### src/rtl/updown_timer_pkg.sv
// Shared types and encodings for the up/down timer counter.
package updown_timer_pkg;

  typedef enum logic [1:0] {
    IDLE = 2'd0,
    RUN  = 2'd1,
    HOLD = 2'd2
  } state_e;

  localparam logic DIR_UP    = 1'b0;
  localparam logic DIR_DOWN  = 1'b1;
  localparam logic MODE_WRAP = 1'b0;
  localparam logic MODE_SAT  = 1'b1;

endpackage

### src/rtl/updown_timer_counter_tick_prescaler.sv
// Step-strobe generator: one tick every (div+1) enabled cycles.
module tick_prescaler #(
  parameter int PRESCALE_W = 4
) (
  input  logic                  clk,
  input  logic                  rst,
  input  logic                  clr,
  input  logic                  en,
  input  logic [PRESCALE_W-1:0] div,
  output logic                  tick
);

  localparam logic [PRESCALE_W-1:0] ONE = PRESCALE_W'(1);

  logic [PRESCALE_W-1:0] phase;

  // The tick fires in the same cycle the phase reaches the divisor.
  assign tick = en && (phase == div);

  // Phase counter: cleared by reset/clear, frozen while disabled.
  always_ff @(posedge clk) begin
    // NOTE: sequential state uses non-blocking assignments so every register
    // updates from the values present before the clock edge.
    if (rst || clr) begin
      phase <= '0;
    end else if (en) begin
      phase <= tick ? '0 : phase + ONE;
    end
  end

endmodule

### src/rtl/updown_timer_counter.sv
// Up/down timer counter with modulo, wrap/saturate, load, prescaler and flags.
module updown_timer_counter
  import updown_timer_pkg::*;
#(
  parameter int WIDTH      = 8,
  parameter int PRESCALE_W = 4
) (
  input  logic                  clk,
  input  logic                  rst,
  input  logic                  start,
  input  logic                  stop,
  input  logic                  clear,
  input  logic                  load,
  input  logic [WIDTH-1:0]      load_val,
  input  logic                  dir,
  input  logic                  sat_mode,
  input  logic [WIDTH-1:0]      modulo,
  input  logic [PRESCALE_W-1:0] prescale,
  output logic [WIDTH-1:0]      count,
  output logic                  running,
  output logic                  tc,
  output logic                  overflow
);

  localparam logic [WIDTH-1:0] ONE = WIDTH'(1);

  state_e           state;
  logic             step;
  logic [WIDTH-1:0] step_count;
  logic             step_boundary;
  logic             step_wrap;

  assign running = (state == RUN);

  // Load and clear both restart the prescale phase from zero.
  tick_prescaler #(
    .PRESCALE_W(PRESCALE_W)
  ) u_prescaler (
    .clk (clk),
    .rst (rst),
    .clr (clear || load),
    .en  (state == RUN),
    .div (prescale),
    .tick(step)
  );

  // Next count if a step is taken this cycle, plus boundary/wrap qualifiers.
  always_comb begin
    // NOTE: every output of this block gets a default first, so no path can
    // leave one unassigned and infer a latch.
    step_count    = count;
    step_boundary = 1'b0;
    step_wrap     = 1'b0;
    if (dir == DIR_UP) begin
      if (count >= modulo) begin
        step_boundary = 1'b1;
        if (sat_mode == MODE_SAT) begin
          step_count = modulo;
        end else begin
          step_count = '0;
          step_wrap  = 1'b1;
        end
      end else begin
        step_count = count + ONE;
      end
    end else begin
      if (count == '0) begin
        step_boundary = 1'b1;
        if (sat_mode == MODE_SAT) begin
          step_count = '0;
        end else begin
          step_count = modulo;
          step_wrap  = 1'b1;
        end
      end else begin
        step_count = count - ONE;
      end
    end
  end

  // FSM, count register and flags; priority rst > clear > load > stop > start.
  always_ff @(posedge clk) begin
    if (rst) begin
      state    <= IDLE;
      count    <= '0;
      tc       <= 1'b0;
      overflow <= 1'b0;
    end else if (clear) begin
      state    <= IDLE;
      count    <= '0;
      tc       <= 1'b0;
      overflow <= 1'b0;
    end else begin
      tc <= 1'b0;
      if (load) begin
        count <= load_val;
      end else begin
        if (step) begin
          count <= step_count;
          tc    <= step_boundary;
          if (step_wrap) begin
            overflow <= 1'b1;
          end
        end
        if (stop) begin
          if (state == RUN) begin
            state <= HOLD;
          end
        end else if (start && state != RUN) begin
          state <= RUN;
        end
      end
    end
  end

endmodule

### config.mk
export PLATFORM = sky130hd
export DESIGN_NAME = updown_timer_counter
export DESIGN_NICKNAME = d
export VERILOG_FILES = /design/src/rtl/updown_timer_pkg.sv /design/src/rtl/updown_timer_counter_tick_prescaler.sv /design/src/rtl/updown_timer_counter.sv
export SDC_FILE = /design/constraint.sdc
export NUM_CORES = 1
export LEC_CHECK = 0
export CORE_ASPECT_RATIO = 0.6
export CORE_MARGIN = 2
export CORE_UTILIZATION = 49
export DETAILED_ROUTE_END_ITERATION = 16
export PLACE_DENSITY = 0.85
export SLEW_MARGIN = 25
export SYNTH_ARGS = -nofsm -noshare
export SYNTH_HDL_FRONTEND = slang
export SYNTH_HIERARCHICAL = 1
export SYNTH_SLANG_ARGS = --single-unit
### constraint.sdc
create_clock -name clk -period 2.55 [get_ports clk]
set_input_delay 0.51 -clock clk [delete_from_list [all_inputs] [get_ports clk]]
set_output_delay 0.51 -clock clk [all_outputs]
set_load 0.005 [all_outputs]
==> results.txt, run 1 <==
----------------------------------------------------
[Power and ir drop]
  Power per cell area ... roughly 320 nW/um^2
  Static leakage ... ~0.9 nW
  Maximum resistive drop on vdd ... approximately 0.17 mV
  Power, Total ... approximately 0.00069 W

[Timing]
  Clock skew ... about 2 ps
  Max Fclk ... 396 MHz
  Setup TNS ... 0 ps
  Relative slew slack ... 57.3%
  Total setup violations reported at the end of the flow ... 0
  Setup repair after global routing missed its margin ... yes
  Worst-Margin Slew ... roughly 640 ps
  Min cycle time layout ... approximately 2500 ps
  Final hold viol count ... 0
  Final-report max-slew violation count ... 0
  Share of the clock period used by the worst path after layout ... a little under 100%
  Least setup slack across all paths after layout ... ~25 ps

[Synthesis]
  Mean cell area of the mapped netlist ... roughly 7.8 um^2
  Most used standard cells in the synthesized netlist ... 16 x a21oi_1, 16 x dfxtp_1, 14 x inv_1
  Largest cells by area after synthesis ... dfxtp_1 21%, ha_1 9.9%, a21oi_1 5.3%
  Synthesis Warnings ... 6
  Area leader, netlist ... dfxtp_1
  Yosys top cell area share ... a little over a fifth
  Number of distinct library cell variants in the gate-level netlist after synthesis ... 50
  Net count after synthesis ... between 200 and 250
  Cells after Synth ... approximately 190
  Mapped cell area ... about 1500 um^2
  Count of flip-flops with a built-in enable after synthesis ... 0
  Most instantiated flip-flop cell in the synthesis netlist ... dfxtp_1
  Share of synthesized registers carrying an async set or reset ... 0%
  Number of storage elements in the synthesis netlist ... 16
  Sequential element share of the synthesized area ... 21.2%

[Finish]
  Number of inserted filler cells in the final layout ... around 220
  Register area ... between 300 and 400 um^2
  Summed area of non-filler cells in the final layout ... around 2200 um^2
  NumNets Final ... between 200 and 300
  Non-filler instance count after layout ... 287
  Share of cells above drive strength 1 ... a little under a fifth
  Footprint of the multi-input gates ... 1170 um^2
  Area growth from synthesis to layout ... 44.2%
  Ant. Diodes ... 0

[Global routing]
  Overall overflow remaining after global route ... 0
  Overall track demand over capacity in global routing ... 28.8%
  Wire length of the first global-routing pass ... roughly 7500 um
  Maximum number of pins on one net before global-route repair ... 18
  Antenna violations before repair ... 0
  Number of global-route vias before repair ... ~1600

[Routing]
  Pre-Repair DR Iteration Count ... 4
  Met2 wire len ... between 2000 and 2500 um
  Residual antenna-violating net count after detailed routing ... 0
  Topmost layer with routed signal wires ... met4
  Drt total wl ... 5140 um
  Routed metal-1 wire length ... about 2300 um
  Vias per Instance ... just over 6
  Average wire per standard cell ... 17.9 um
  Post-route DRC violation count ... 0
  Vias ... between 1500 and 2000
  DR WL met3 ... just over 500 um
  Number of design-rule violations left by the first detailed-router iteration ... ~230

[Setup path]
  Crit path launch type ... input port
  Arrival @ worst endpoint ... 2660 ps
  Element type at the critical path end ... flip-flop
  Crit path buffers/inverters ... 3
  Endpoint of the most critical register-to-register path ... count[5]
  Path depth of the worst reg2reg path ... 10
  Kind of cell adding the most delay to the critical path ... compound AO/OA/AOI/OAI gates
  Required time worst endpoint ... roughly 2700 ps
  Minimum setup slack among reg-to-reg paths ... roughly 290 ps
  Largest fanout on the critical path ... 5
  Slowest library cell on the worst path ... clkdlybuf4s50_1
  Reg2Reg Launch Point ... count[2]
  Ordered cell list for the critical path ... clkdlybuf4s50_1 > inv_1 > ha_1 > a21o_1 > o21ai_2 > o311ai_4 > buf_4 > and3_1 > o311ai_2 > o21ai_1
  Max incr delay on CP ... 480 ps
  CP Class ... input port to flip-flop
  Critical Path Stages ... 10

[Placement]
  Cell total after placement ... 280
  HPWL after detailed placement ... around 3400 um
  Area of placed instances ... 2020 um^2
  Routability cong. ... slightly below 0.9
  Number of buffer cells added on primary ports ... 38
  Post-placement setup slack ... -386 ps

[Hold path]
  Worst hold path startpoint ... overflow
  Path category of the worst min-delay check ... flip-flop to flip-flop
  Count of cells along the worst hold path ... 2
  Endpoint of the worst hold path ... overflow

[Die]
  I/O pins ... 39
  Core Box Area ... slightly below 3000 um^2
  Die outline height ... 47.0 um
  Die X ... ~76 um
  Number of core rows ... 15
  Die Outline Area ... approximately 3600 um^2
  Starting Density ... a little over half

[Flow run]
  # Max-Cap Violations ... 0

[CTS]
  Number of sinks driven by the clock tree ... 16
  Root buffer cell ... clkbuf_8
  TritonCTS clock tree ... done
  Maximum root-to-sink buffer count ... 2
  Total clock buffers created by CTS ... 3
  CTS HTree Levels ... 1
  Clock latency on the worst-skew pair ... 250 ps
  Clock Pin Slew Worst Setup and Hold Paths ... 60 ps

[Run status]
  Status ... complete, no violations

----------------------------------------------------
[where the power goes]
group / internal (W) / switching, W
Clock: 0.000105 / 0.0000916
Combinational: 0.000120 / 0.000113
Sequential: 0.000254 / 0.00000791
Total: 0.000480 / 0.000213
[stage by stage]
| step | hold WS [ps] | utilization (%) |
|---|---|---|
| 2_1_floorplan | 451 | - |
| 3_3_place_gp | 453 | 69.6 |
| 3_5_place_dp | 462 | 69.6 |
| 4_1_cts | 496 | 71.2 |
| 5_1_grt | 509 | 75.0 |
| 6_report | 491 | 75.0 |
[per-layer routing]
metal,vias to the layer above,GRT usage (%)
met4,0,11.2
met1,826,39.8
met2,115,44.2
met3,17,6.44
met5,-,0
li1,814,-
[cells by family after synthesis]
logic type      Yosys count  share of synthesized area (%)
simple gates             71                           28.6
compound gates           50                           21.8
buf+inv                  25                           7.20
xor+xnor                 16                           9.26
flops                    16                           21.2
fa+ha+maj                12                           9.93
mux                       3                           1.99
[flip-flops by register name, summed over array words and instances, names as in the netlist]
register / flops
count: 8
u_prescaler/phase: 4
state: 2
overflow: 1
tc: 1
[area by class of cell]
| type | count | share of cell area [%] |
|---|---|---|
| inverter | 14 | 2.41 |
| clock buffer | 3 | 1.89 |
| tap | 42 | 2.41 |
| multi-input combinational | 152 | 53.6 |
| timing repair buffer | 60 | 25.0 |
| sequential | 16 | 14.7 |
[worst min-delay path, stage by stage, from the launching register on]
cell	delay, ps
dfxtp_1	320
inv_1	60
o32ai_1	60
[cells in the final DEF (no fill, tap or decap), types with 4 or more instances in the layout]
cell	count
buf_4	21
nand2_1	6
ha_1	10
inv_1	14
a31oi_1	4
nor2_1	11
dfxtp_1	16
xor2_1	7
or3_1	4
nand4_1	4
xnor2_1	9
nor3_1	6
or2_2	4
and3_1	8
clkdlybuf4s50_1	37
nand3_1	6
a21oi_1	16
nor3b_1	5
[how the worst max path moves through the flow]
stage | startpoint | to | slack, ps
2_1_floorplan | count[0] | count[7] | 200
3_3_place_gp | modulo[6] | count[4] | -320
3_5_place_dp | modulo[6] | count[4] | -390
4_1_cts | modulo[0] | count[4] | 30
5_1_grt | modulo[6] | count[5] | -50
6_report | modulo[6] | count[5] | 20
[what timing repair did]
action / CTS / global route
resized for setup: 4 / 18
endpoints found under the setup margin: 7 / 8
cloned: 0 / 2
pin swaps: 0 / 7
buffers inserted: 0 / 2
hold buffers: 0 / 0
(Power assumes the default switching activity.)
==> run 2: changes to the inputs <==
- PLACE_DENSITY: 0.85 -> not set
- PLACE_DENSITY_LB_ADDON: not set -> 0.12
==> run 2 against run 1 <==
Register-to-register slack lost 50 ps. Via count shrank 4.7%. Core utilization shrank 0.73 points. Critical path depth shrank 1. Maximum frequency grew 1.3%. Final area shrank 0.98%. Combinational power shrank 6%. Clock power grew 16%. Non-clock buffer count shrank 5. Largest cell class unchanged. Largest power group unchanged. Highest routed layer unchanged.
==> results.txt, run 2 (synthesis results as in run 1) <==
----------------------------------------------------
[Die]
  I/O pins ... 39
  Die X ... ~76 um
  Starting Density ... 52.0%
  Die Outline Area ... 3560 um^2
  Number of core rows ... 15
  Die outline height ... around 47 um
  Core Box Area ... roughly 2900 um^2

[CTS]
  Root buffer cell ... clkbuf_8
  CTS HTree Levels ... 1
  Number of sinks driven by the clock tree ... 16
  TritonCTS clock tree ... done
  Maximum root-to-sink buffer count ... 2
  Total clock buffers created by CTS ... 3
  Clock latency on the worst-skew pair ... 250 ps
  Clock Pin Slew Worst Setup and Hold Paths ... roughly 60 ps

[Finish]
  Commonest cells after routing, fill and taps aside ... 35 x clkdlybuf4s50_1, 16 x a21oi_1, 16 x buf_4, 16 x dfxtp_1, 14 x inv_1
  Commonest non-fill, non-tap cell in the layout ... clkdlybuf4s50_1
  Summed area of non-filler cells in the final layout ... around 2200 um^2
  Non-filler instance count after layout ... between 200 and 300
  Number of inserted filler cells in the final layout ... 235
  Area growth from synthesis to layout ... 42.8%
  NumNets Final ... roughly 280
  Post-Route Utilization ... between 70% and 80%
  Number of flip-flops under the largest register name ... 8
  Share of cells above drive strength 1 ... between 15 and 20%
  Ant. Diodes ... 0
  Registers with the highest flip-flop counts ... count x8, u_prescaler/phase x4, state x2
  Register with the most flip-flops ... count

[Power and ir drop]
  Comb power frac ... 30.9%
  Proportion of total power due to net switching ... between 20% and 30%
  Share of total power in sequential cells ... 37.0%
  Proportion of power drawn by the clock network ... around 32%
  Static leakage ... between 0.8 and 0.9 nW
  Power per cell area ... 330 nW/um^2
  Int Pwr ... just over 0.0005 W
  Maximum resistive drop on vdd ... roughly 0.23 mV
  Sw Pwr ... just over 0.0002 W

[Flow run]
  # Max-Cap Violations ... 0

[Timing]
  Post-Route Hold Slack ... 471 ps
  Total setup violations reported at the end of the flow ... 0
  Relative slew slack ... between 50% and 60%
  Final hold viol count ... 0
  Setup TNS ... 0 ps
  Min cycle time layout ... about 2500 ps
  Share of the clock period used by the worst path after layout ... a little under 100%
  Max Fclk ... 401 MHz
  Final-report max-slew violation count ... 0
  Clock skew ... between 2 and 2.5 ps
  Worst-Margin Slew ... 608 ps

[Routing]
  Pre-Repair DR Iteration Count ... 4
  Average wire per standard cell ... 17.3 um
  Residual antenna-violating net count after detailed routing ... 0
  Drt total wl ... between 4000 and 5000 um
  Number of design-rule violations left by the first detailed-router iteration ... approximately 140
  Vias per Instance ... about 6.0
  Post-route DRC violation count ... 0
  Vias ... 1688

[Setup path]
  Largest fanout on the critical path ... 6
  Arrival @ worst endpoint ... ~2600 ps
  Crit path launch type ... input port
  Element type at the critical path end ... flip-flop
  CP Class ... input port to flip-flop
  Required time worst endpoint ... between 2000 and 3000 ps

[Global routing]
  Wire length of the first global-routing pass ... between 7000 and 8000 um
  Overall track demand over capacity in global routing ... around 28%
  Overall overflow remaining after global route ... 0
  Maximum number of pins on one net before global-route repair ... 20
  Number of global-route vias before repair ... between 1500 and 2000
  Antenna violations before repair ... 0

[Hold path]
  Path category of the worst min-delay check ... flip-flop to flip-flop

[Placement]
  Area of placed instances ... around 2000 um^2
  HPWL after detailed placement ... 3510 um
  Number of buffer cells added on primary ports ... 38
  Cell total after placement ... roughly 280
  Routability cong. ... 0.859

[Run status]
  Status ... complete, no violations

----------------------------------------------------
## run 2: path summary, 6_finish.rpt
path	end	slack, ps	depth (start not counted)	from
worst min-delay path	overflow	470	2	overflow
worst max register to register	count[2]	240	9	count[1]
worst max-delay path	count[5]	60	9	modulo[0]
worst min register to register	overflow	470	2	overflow
## run 2: layout make-up
cell class                 instances  area (um^2)  area share, %
clock buffer                       4         55.1           2.55
inverter                          14         52.6           2.43
multi-input combinational        152         1160           53.7
sequential                        16          320           14.8
tap                               42         52.6           2.43
timing repair buffer              55          519           24.0
## run 2: layer usage
metal  vias up  part of all wire [%]  global-route usage, %
met5         -                     0                      0
met4         0                  0.73                   6.67
met3         6                   7.7                   4.72
met2        74                    44                   42.8
met1       798                    47                   41.8
li1        810                     -                      -
## run 2: power groups by stage
stage,Combinational [W],Sequential [W],Clock [W]
global placement,0.000191,0.000268,0
floorplan,0.000105,0.000267,0
CTS,0.000199,0.000263,0.000231
detailed placement,0.000195,0.000269,0
global route,0.000238,0.000265,0.000242
finish,0.000220,0.000264,0.000229
## run 2: timing repair
item	4_1_cts	5_1_grt
setup buffers	0	0
cloned	0	1
hold endpoints to repair	0	0
pin swaps	0	7
setup endpoints to repair	3	9
hold buffers	0	0
gates resized for setup	2	15
## run 2: worst max-delay path, cell delays in order
cell and delay (ps):
clkdlybuf4s50_1 430, ha_1 300, nand2b_1 180, a2111oi_4 320
o311ai_2 130, buf_4 180, and3_1 200, o311ai_1 270
o21ai_1 100
## run 2: stage by stage
step | total power (W) | worst slack (ps)
after floorplan | 0.000372 | 199
after global placement | 0.000459 | -218
after detailed placement | 0.000464 | -339
after CTS | 0.000693 | 3.69
after global routing | 0.000745 | -82.5
final | 0.000714 | 56.7
